<file path="src/rtl/mux_arb.sv">
// Two-input wormhole packet arbiter feeding a registered 2:1 output stage.
// A HEAD flit locks the output to its port until that packet's TAIL is transferred.
module mux_arb #(
  parameter int unsigned DATAW = 66,
  parameter int unsigned VCHW  = 2
) (
  input  logic             clk,
  input  logic             rst,
  input  logic [DATAW-1:0] idata_0,
  input  logic [DATAW-1:0] idata_1,
  input  logic             ivalid_0,
  input  logic             ivalid_1,
  input  logic [VCHW-1:0]  ivch_0,
  input  logic [VCHW-1:0]  ivch_1,
  output logic             iack_0,
  output logic             iack_1,
  input  logic             oready,
  output logic [DATAW-1:0] odata,
  output logic             ovalid,
  output logic [VCHW-1:0]  ovch,
  output logic             sel,
  output logic [15:0]      pkt_cnt_0,
  output logic [15:0]      pkt_cnt_1
);

  localparam logic [1:0] FlitHead = 2'b01;
  localparam logic [1:0] FlitTail = 2'b10;

  typedef enum logic [1:0] {StIdle, StLock0, StLock1} state_e;

  state_e           r_state;
  logic             r_prio;
  logic             r_sel;
  logic             r_ovalid;
  logic [DATAW-1:0] r_odata;
  logic [VCHW-1:0]  r_ovch;
  logic [15:0]      r_pkt_cnt_0;
  logic [15:0]      r_pkt_cnt_1;

  logic             w_head_0;
  logic             w_head_1;
  logic             w_ack_0;
  logic             w_ack_1;
  logic             w_ack;
  logic             w_mux_sel;
  logic             w_tail;
  logic [DATAW-1:0] w_mux_data;
  logic [VCHW-1:0]  w_mux_vch;

  assign w_head_0 = ivalid_0 && (idata_0[DATAW-1 -: 2] == FlitHead);
  assign w_head_1 = ivalid_1 && (idata_1[DATAW-1 -: 2] == FlitHead);

  // Only HEAD flits compete in idle; once locked, the owner streams freely.
  always_comb begin
    w_ack_0 = 1'b0;
    w_ack_1 = 1'b0;
    if (!rst && oready) begin
      case (r_state)
        StIdle: begin
          if (w_head_0 && w_head_1) begin
            w_ack_0 = ~r_prio;
            w_ack_1 = r_prio;
          end else begin
            w_ack_0 = w_head_0;
            w_ack_1 = w_head_1;
          end
        end
        StLock0: w_ack_0 = ivalid_0;
        StLock1: w_ack_1 = ivalid_1;
        default: begin
          w_ack_0 = 1'b0;
          w_ack_1 = 1'b0;
        end
      endcase
    end
  end

  assign w_ack      = w_ack_0 | w_ack_1;
  assign w_mux_sel  = w_ack_1;
  assign w_mux_data = w_mux_sel ? idata_1 : idata_0;
  assign w_mux_vch  = w_mux_sel ? ivch_1 : ivch_0;
  assign w_tail     = (w_mux_data[DATAW-1 -: 2] == FlitTail);

  always_ff @(posedge clk) begin
    if (rst) begin
      r_state     <= StIdle;
      r_prio      <= 1'b0;
      r_sel       <= 1'b0;
      r_ovalid    <= 1'b0;
      r_odata     <= '0;
      r_ovch      <= '0;
      r_pkt_cnt_0 <= '0;
      r_pkt_cnt_1 <= '0;
    end else begin
      r_ovalid <= w_ack;
      if (w_ack) begin
        r_odata <= w_mux_data;
        r_ovch  <= w_mux_vch;
        r_sel   <= w_mux_sel;
      end
      case (r_state)
        StIdle: begin
          if (w_ack) r_state <= w_mux_sel ? StLock1 : StLock0;
        end
        StLock0: begin
          if (w_ack_0 && w_tail) begin
            r_state     <= StIdle;
            r_prio      <= 1'b1;
            r_pkt_cnt_0 <= r_pkt_cnt_0 + 16'd1;
          end
        end
        StLock1: begin
          if (w_ack_1 && w_tail) begin
            r_state     <= StIdle;
            r_prio      <= 1'b0;
            r_pkt_cnt_1 <= r_pkt_cnt_1 + 16'd1;
          end
        end
        default: r_state <= StIdle;
      endcase
    end
  end

  assign iack_0    = w_ack_0;
  assign iack_1    = w_ack_1;
  assign odata     = r_odata;
  assign ovalid    = r_ovalid;
  assign ovch      = r_ovch;
  assign sel       = r_sel;
  assign pkt_cnt_0 = r_pkt_cnt_0;
  assign pkt_cnt_1 = r_pkt_cnt_1;

endmodule

</file>
<file path="config.mk">
export PLATFORM = sky130hd
export DESIGN_NAME = mux_arb
export DESIGN_NICKNAME = d
export VERILOG_FILES = /design/src/rtl/mux_arb.sv
export SDC_FILE = /design/constraint.sdc
export NUM_CORES = 1
export LEC_CHECK = 0
export ABC_AREA = 1
export CORE_MARGIN = 2
export CORE_UTILIZATION = 41
export CTS_CLUSTER_DIAMETER = 100
export DETAILED_ROUTE_END_ITERATION = 7
export GPL_TIMING_DRIVEN = 0
export PLACE_DENSITY = 0.81
export SETUP_SLACK_MARGIN = 0.02
export SLEW_MARGIN = 10
export SYNTH_ARGS = -nofsm -noshare
export SYNTH_HDL_FRONTEND = slang
export SYNTH_SLANG_ARGS = --single-unit
</file>
<file path="constraint.sdc">
create_clock -name clk -period 1.7 [get_ports clk]
set_input_delay 0.17 -clock clk [delete_from_list [all_inputs] [get_ports clk]]
set_output_delay 0.17 -clock clk [all_outputs]
set_load 0.01 [all_outputs]
</file>
; ---- Word level (Yosys, flattened, before mapping)
; Index checks and enable logic that the tools add are counted.
[word_totals]
reg_bits = 105
output_inout_bits = 104
[op_classes]
addsub = 2
bitwise = 2
reduce_logical = 13
mux = 16
n_eq_ne = 8
[op_table]
columns = op, n
row1 = 66-bit two-way mux, 1
row2 = 16-bit by 1-bit adder with 16-bit output (second input constant), 2
row3 = 2-bit two-way mux, 5
row4 = 2-bit by 1-bit equality test with 1-bit output (second input constant), 3
row5 = 1-bit logical AND, 6
row6 = 1-bit two-way mux, 6
row7 = 2-bit inequality test (second input constant), 3
row8 = 1-bit one-hot mux with 2 select lines, 3
row9 = 2-bit one-hot mux with 3 select lines, 1
row10 = 3-bit AND reduction, 2
row11 = 2-bit equality test (second input constant), 2
row12 = 2-bit AND reduction, 2
row13 = 2-bit zero test, 1
row14 = 2-bit nonzero test, 1
row15 = 1-bit zero test, 1
row16 = 1-bit inverter, 1
row17 = 1-bit bitwise OR, 1

; ---- Longest topological paths before layout
; Gate-level depths: netlist of the first run.
[logic_depth]
ltp_word = 11
depth_mapped = 13

; ---- Least setup slack after synthesis of the first run
; OpenSTA, ideal clock, no wires.
[synth_timing]
kind = flip-flop to flip-flop
from = register r_pkt_cnt_0[0], in the netlist pkt_cnt_0[0]
to = register r_pkt_cnt_0[14], in the netlist pkt_cnt_0[14]
setup_slack_ns = 0.176
setup_time_ns = 0.132
stages_incl_launch_ff = 9
arrival_ns = 1.392
cell_sequence = dfxtp_1 > ha_1 > nand2_1 > nor3_1 > nand3_1 > nand2_1 > nand2_1 > nand4_1 > a21oi_1
[synth_between]
elab_chain_len = 1
[synth_lines]
columns = element, line
row1 = "start, declared", 37  ; logic [15:0] r_pkt_cnt_0;
row2 = "start signal, assigned", 109  ; r_pkt_cnt_0 <= r_pkt_cnt_0 + 16'd1;
row3 = 16-bit by 1-bit adder with 16-bit output, 109
; Every way passes these cells.
; A chain may end at the register's enable or synchronous reset.

; ---- Worst setup path after layout of the first run
[layout_timing]
from = input oready
to = register r_state[0]
[layout_between]
elab_chain_len = 7
elab_cells_between_ends = 15
cone_classes = eq/ne: 4 / mux: 6 / bitwise: 1 / reduce/logical: 4
[layout_lines]
columns = element, line
row1 = "start, declared", 17  ; input logic oready,
row2 = 1-bit logical AND (*), 57  ; if (!rst && oready) begin
row3 = 1-bit two-way mux, 57
row4 = 66-bit two-way mux, 80  ; assign w_mux_data = w_mux_sel ? idata_1 : idata_0;
row5 = 2-bit equality test, 82  ; assign w_tail = (w_mux_data[DATAW-1 -: 2] == FlitTail);
row6 = 1-bit logical AND (on tied branches), "113, 106"
row7 = 2-bit inequality test (no line), n/a
row8 = 3-bit AND reduction (no line), n/a
row9 = "end signal, assigned", 86  ; r_state <= StIdle;
row10 = "end signal, assigned", 114  ; r_state <= StIdle;
row11 = "end signal, assigned", 119  ; default: r_state <= StIdle;
row12 = "end, declared", 31  ; state_e r_state;
; Mark *: on every way between the ends. The rest lies on a longest branch, timed or not. The select of a mux whose other input is x is not followed.

==> flow_summary_export.csv, run 1 <==
group,metric,value,unit
cells_and_area,n_fill_cell,974,
pwr,combinationalPowerShare,0.166,
cells_and_area,layout_commonest_cell,"clkdlybuf4s50_1",
sta,hold_ws,0.2534,ns
drt,routed_wl,19190,um
cells_and_area,layout-drive-gt1-share,0.1350,
sta,slew_headroom,0.5414,
cts,hold_buffers,0,
pwr,peakVddDrop,0.7044,mV
pwr,cellLeakagePower,3.111,nW
drt,vias,6010,
sta,tightest_slew,0.6880,ns
cts,clockBufferDepth,2,
floorplanning,die_x,114.4,um
cts,clkLatencyLatePin,0.36,ns
cts,h-tree-depth,3,
setup_path,cp-end-kind,"register",
yosys,avgSynthCellArea,7.090,um^2
setup_path,crit_fanout,7,
cells_and_area,final_cell_mix,"clkdlybuf4s50_1 (237), nand2_1 (132), o21ai_0 (105)",
cells_and_area,diodes,0,
pwr,swShare,0.2474,
floorplanning,dieArea,0.01309,mm^2
yosys,yosys_register_bits,105,
run_status,violations,"setup timing",
cells_and_area,final_area,0.008432,mm^2
setup_path,crit_slowest_cell,"clkdlybuf4s50_1",
cells_and_area,fin_util,0.7049,
worst_hold_path,hold_path.class,"input port to register",
floorplanning,rows,40,
sta,setup_slack,-0.01079,ns
pwr,intPower,4.025,mW
global_route,grt_pass1_vias,5517,
sta,finalCriticalPeriod,1.711,ns
sta,hold_violations,0,
global_route,antenna_found_initial,0,
setup_path,cp.buffers_inverters,4,
placement,place_hpwl,13410,um
setup_path,critPathLaunchType,"input port",
sta,timing.final.crit_share,1.006,
cells_and_area,nNetsFinal,1118,
cts,clock_sinks,105,
setup_path,crit_required,1.98,ns
yosys,syn_nets,848,
yosys,ys_warn_count,0,
drt,first_pass_iters,5,
job,max_cap_viol_count,0,
setup_path,cp_cell_sequence,"clkdlybuf4s50_1, nand2_1, inv_2, nand2_8, buf_8, nand2_4, nand2_4, nand3_4, buf_12, nand2_1, a21oi_2",
yosys,synthesis.area,0.004999,mm^2
cts,numCtsBuffers,9,
pwr,p_seq_frac,0.481,
placement,port_buffers,244,
yosys,synth_cell_type_count,31,
sta,final-max-slew-violation-count,0,
sta,setup_viol,1,
sta,setup_tns,-0.01079,ns
yosys,synthCells,705,
floorplanning,core_area,0.01196,mm^2
pwr,power_switching,1.323,mW
cells_and_area,synthToLayoutAreaGrowth,68.69,%
sta,finClkSkew,0.009976,ns
placement,dpl_cell_area,0.007625,mm^2
cts,clkTransAtPathRegs,0.07,ns
global_route,grt.overflow.total,0,
floorplanning,ios,245,
global_route,grt_max_degree,20,
sta,grt_setup_unrepaired,"true",
global_route,grt_pass1_wl,28100,um
setup_path,cp.arrival,1.99,ns
yosys,yosysSeqAreaShare,0.4205,
global_route,track_usage,0.2759,
run_status,status,"finished with violations",
setup_path,critPathMaxStageDelay,0.50,ns
pwr,clock_power_share,0.353,
drt,wl_per_cell,17.05,um
setup_path,crit_family,"buffers and inverters",
drt,viasPerCell,5.342,
pwr,powerDensity,634.2,mW/mm^2
drt,final_antenna_net_count,0,
sta,timing.fmax,584.5,MHz
cts,tritoncts,"done",
floorplanning,start_util,0.4179,
floorplanning,die_h,114.4,um
cts,clock-root-buffer,"clkbuf_16",
drt,drt-initial-drc-count,585,
placement,gp_congestion,0.8811,
setup_path,critical_path_class,"input port to register",
drt,post-route-drc-count,0,
## layout make-up
cell class                 instances  area [um^2]  area share
inverter                          43        171.4     0.02033
multi-input combinational        512         2758      0.3271
clock buffer                      10        229.0     0.02716
sequential                       105         2108      0.2500
clock inverter                     4        22.52    0.002671
buffer                            44        329.1     0.03903
tap                              147        183.9     0.02181
timing repair buffer             260         2630      0.3119
## logic make-up after synthesis
kind of cell / Yosys count / synth area share
flops: 105 / 0.4205
compound gates: 238 / 0.2418
buf+inv: 88 / 0.07609
fa+ha+maj: 2 / 0.005005
xor+xnor: 11 / 0.01928
simple gates: 261 / 0.2373
## repair_timing
action                                  CTS  global route
pin swaps                                 6            11
gates cloned                              1             0
buffers inserted                          7             8
resized for setup                        51           106
endpoints found under the setup margin   62           103
## registers in the layout, summed over array words and instances, names as in the netlist
register,count
pkt_cnt_1,16
r_prio,1
r_state,2
pkt_cnt_0,16
odata,66
ovalid,1
ovch,2
sel,1
## cells in the mapped netlist (all sizes together)
cell,number,share of area
clkbuf,23,0.019
xor2,9,0.016
nand3b,1,0.0015
a21oi,94,0.096
xnor2,2,0.0035
nand4,29,0.039
o21bai,1,0.0015
nand3,25,0.030
buf,22,0.025
nor3,13,0.014
nand2,153,0.12
o21ai,143,0.14
dfxtp,105,0.42
inv,43,0.032
nor2,40,0.031
ha,2,0.0050
## per-stage QoR
step                power (mW)  worst slack (ns)  cells
floorplan                2.868            0.1755    705
global placement         3.426           -0.7662   1096
detailed placement       3.431           -0.7676   1096
CTS                      5.330           0.02346   1117
global route             5.536          -0.08644   1125
finish                   5.347          -0.01079   1125
## layer usage
metal  vias up  global-route usage  part of all wire
li1       2929                   -                 -
met1      2801              0.3147              0.39
met2       246              0.4832              0.51
met3        34             0.09052             0.077
met4         0             0.09431             0.027
met5         -                   0                 0
## final timing paths
path         depth (start not counted)        from  slack (ns)             to
max                                 11      oready       -0.01     r_state[0]
min                                  2         rst        0.25  pkt_cnt_1[15]
max reg2reg                         10  r_state[0]        0.01     r_state[0]
min reg2reg                          2         sel        0.47            sel
## power by group through the flow
| stage | clock, mW | sequential, mW | combinational, mW |
|---|---|---|---|
| after floorplan | 0 | 2.66 | 0.208 |
| after global placement | 0 | 2.62 | 0.802 |
| after detailed placement | 0 | 2.63 | 0.806 |
| after CTS | 1.92 | 2.57 | 0.835 |
| after global routing | 2.01 | 2.58 | 0.943 |
| final | 1.89 | 2.57 | 0.886 |
Note: power is estimated with default switching activity, not from simulation.
==> run 2: changes to the inputs <==
--- a/config.mk
+++ b/config.mk
@@ -11,6 +11,7 @@
 export CTS_CLUSTER_DIAMETER = 100
 export DETAILED_ROUTE_END_ITERATION = 7
 export GPL_TIMING_DRIVEN = 0
+export HOLD_SLACK_MARGIN = 0.12
 export PLACE_DENSITY = 0.81
 export SETUP_SLACK_MARGIN = 0.02
 export SLEW_MARGIN = 10
==> results of run 2 <==
Same layout as run 1: the final DEF is identical, and so are final timing and power.
==> RTL edit, RTL diff (settings of run 2) <==
Put one more register stage on the output `pkt_cnt_1`, without a reset. The value now appears one clock later. The other outputs are not delayed to match.
--- a/src/rtl/mux_arb.sv
+++ b/src/rtl/mux_arb.sv
@@ -128,7 +128,9 @@
   assign ovch      = r_ovch;
   assign sel       = r_sel;
   assign pkt_cnt_0 = r_pkt_cnt_0;
-  assign pkt_cnt_1 = r_pkt_cnt_1;
+  always_ff @(posedge clk) begin
+    pkt_cnt_1 <= r_pkt_cnt_1;
+  end
 
 endmodule
 
Formal check against the unedited RTL: not equivalent (Yosys sat finds a counterexample within 4 cycles, from zero or initial values and one cycle with rst high).
==> RTL edit against run 2 <==
  * The flow still finishes with violations (setup timing)
  * Synthesized cell count down 0.43%
  * Total power up 41%
  * Final area up 8.9%
  * Utilization up 2.0 points
  * Worst setup slack worse by 0.057 ns
  * Die area up 6.7%
  * Sequential cell count up 16
  * Routed wire length up 1.4%
  * Critical endpoint is now pkt_cnt_0[11]
  * Synthesized area up 6.9%
  * Non-clock buffer count up 9
==> RTL edit: results (changes against run 2) <==
status finished, violations left; violated checks setup timing; switching share of total power 22.42% (-2.3 points); WL met1 7.208 mm (-2.8%); routed length on met2 10.01 mm (+2.3%); vias in the first global route 5822 (+5.5%); port buffer count 244 (unchanged); Hold Path Class in2reg; drt pass-1 iters 6 (+1); post-DP HPWL 13.61 mm (+1.5%); largest net degree at the start of global routing 20 (unchanged); Placer Congestion 0.9062 (+2.8%); top cells by area, synth dfxtp_1, o21ai_0, nand2_1, a21oi_1, nand4_1; CP peak stage delay 0.33 ns (-0.17 ns); synthesized net count 845 (-0.35%); All-Layer GR Usage 26.45% (-1.1 points); final setup fails 29 (+28); hold_ws 0.3016 ns (+0.04818 ns); Iter 0 DRT Violations 422 (-28%); Vias 6167 (+2.6%); Peak VDD IR 0.0005671 V (-19%); Final WS setup -0.06811 ns (-0.05732 ns); Synth async-reset ratio 0% (unchanged); TritonCTS buffer count 17 (+8); share of layout cells above drive strength 1 16.65% (+3.2 points); P_leak 3.367 nW (+8.2%); worst-path fanout max 6 (-1); Cell Area, Placed 8001 um2 (+4.9%); ant diodes 0 (unchanged); Final Skew 0.005926 ns (-0.004050 ns); DR WL met3 1.578 mm (+7.2%); Worst Path Arrival 2.04 ns (+0.05 ns); # DRC 0 (unchanged); nets 1133 (+1.3%); Root Driver clkbuf_16; initial antenna violation count 0 (unchanged); WL/cell 16.56 um (-2.9%); H-tree levels 4 (+1); commonest cells in the netlist nand2_1, o21ai_0, dfxtp_1, a21oi_1, inv_1; register area share after synthesis 45.33% (+3.3 points); Least-Margin Pin Slew 0.7456 ns (+0.05761 ns); critical path type reg2reg; Max Root-Sink Buffers 2 (unchanged); first-pass GRT wire length 29.36 mm (+4.5%); max reg flops 66 (unchanged); start of the worst register-to-register path r_state[0]; pre-CTS WS -0.6873 ns (+0.08032 ns); worst hold start idata_1[4]; Clk Latency, worst-skew pair 0.41 ns (+0.05 ns); Distinct cells, synth 32 (+3.2%); ys flop type dfxtp_1; Slowest-stage cell, CP dfxtp_2
RTL edit: cell types whose count changed after synthesis, sizes merged, moves of 7 or more:
cell / delta
nor2: -17
dfxtp: +16
inv: -7
a21oi: +7
nand4: -9
nor3: +9
RTL edit: per-layer routing:
layer	up-vias	global-route usage (%)
met1	2865	28.80
met4	0	10.39
li1	2986	-
met5	-	0
met2	264	47.22
met3	52	8.736
RTL edit: repair_timing:
action | 4_1_cts | 5_1_grt
setup endpoints to repair | 60 | 106
hold endpoints to repair | 0 | 0
pin swaps | 2 | 13
resized for setup | 35 | 135
cloned | 0 | 3
buffers inserted | 11 | 12
RTL edit: final timing paths:
kind	endpoint	cells after the start
setup reg to reg	pkt_cnt_0[11]	12
hold reg to reg	pkt_cnt_1[13]	0
setup / recovery	pkt_cnt_0[11]	12
hold / removal	odata[4]	3
RTL edit: cells by family after synthesis:
| logic type | count (synthesis) | share of synthesized area, % |
|---|---|---|
| XOR/XNOR | 18 | 2.950 |
| AND/OR/NAND/NOR | 239 | 20.77 |
| AO/OA/AOI/OAI | 241 | 23.60 |
| adder cells (fa/ha/maj) | 2 | 0.4682 |
| flip-flops | 121 | 45.33 |
| buffers and inverters | 81 | 6.884 |
RTL edit: stage by stage:
stage | util [%] | power, mW | cells | setup TNS [ns]
floorplan | - | 3.242 | 702 | 0
global placement | 63.15 | 3.788 | 1118 | -37.89
detailed placement | 63.15 | 3.795 | 1118 | -39.58
CTS | 69.14 | 7.511 | 1160 | -0.7377
global route | 72.47 | 7.781 | 1175 | -6.100
finish | 72.47 | 7.544 | 1175 | -1.071
RTL edit: final cells by class:
| class | count | area [um2] |
|---|---|---|
| Buffer | 44 | 357.8 |
| Clock buffer | 21 | 470.5 |
| Clock inverter | 11 | 145.1 |
| Fill cell | 1018 | 3488 |
| Inverter | 36 | 145.1 |
| Multi-Input combinational cell | 501 | 2731 |
| Sequential cell | 121 | 2430 |
| Tap cell | 172 | 215.2 |
| Timing Repair Buffer | 269 | 2688 |
RTL edit: power groups by stage:
stage | clock network, mW | registers [mW] | logic, mW
finish | 3.72 | 2.95 | 0.871
global route | 3.89 | 2.96 | 0.928
CTS | 3.75 | 2.95 | 0.809
detailed placement | 0 | 3.01 | 0.785
global placement | 0 | 3.01 | 0.781
floorplan | 0 | 3.04 | 0.198
RTL edit: worst max-delay path: cells and delay by family (launching register included):
family                 cells  cell delay [ns]
AND/OR/NAND/NOR            8             0.84
flip-flops                 1             0.33
buffers and inverters      3             0.40
AO/OA/AOI/OAI              1             0.05
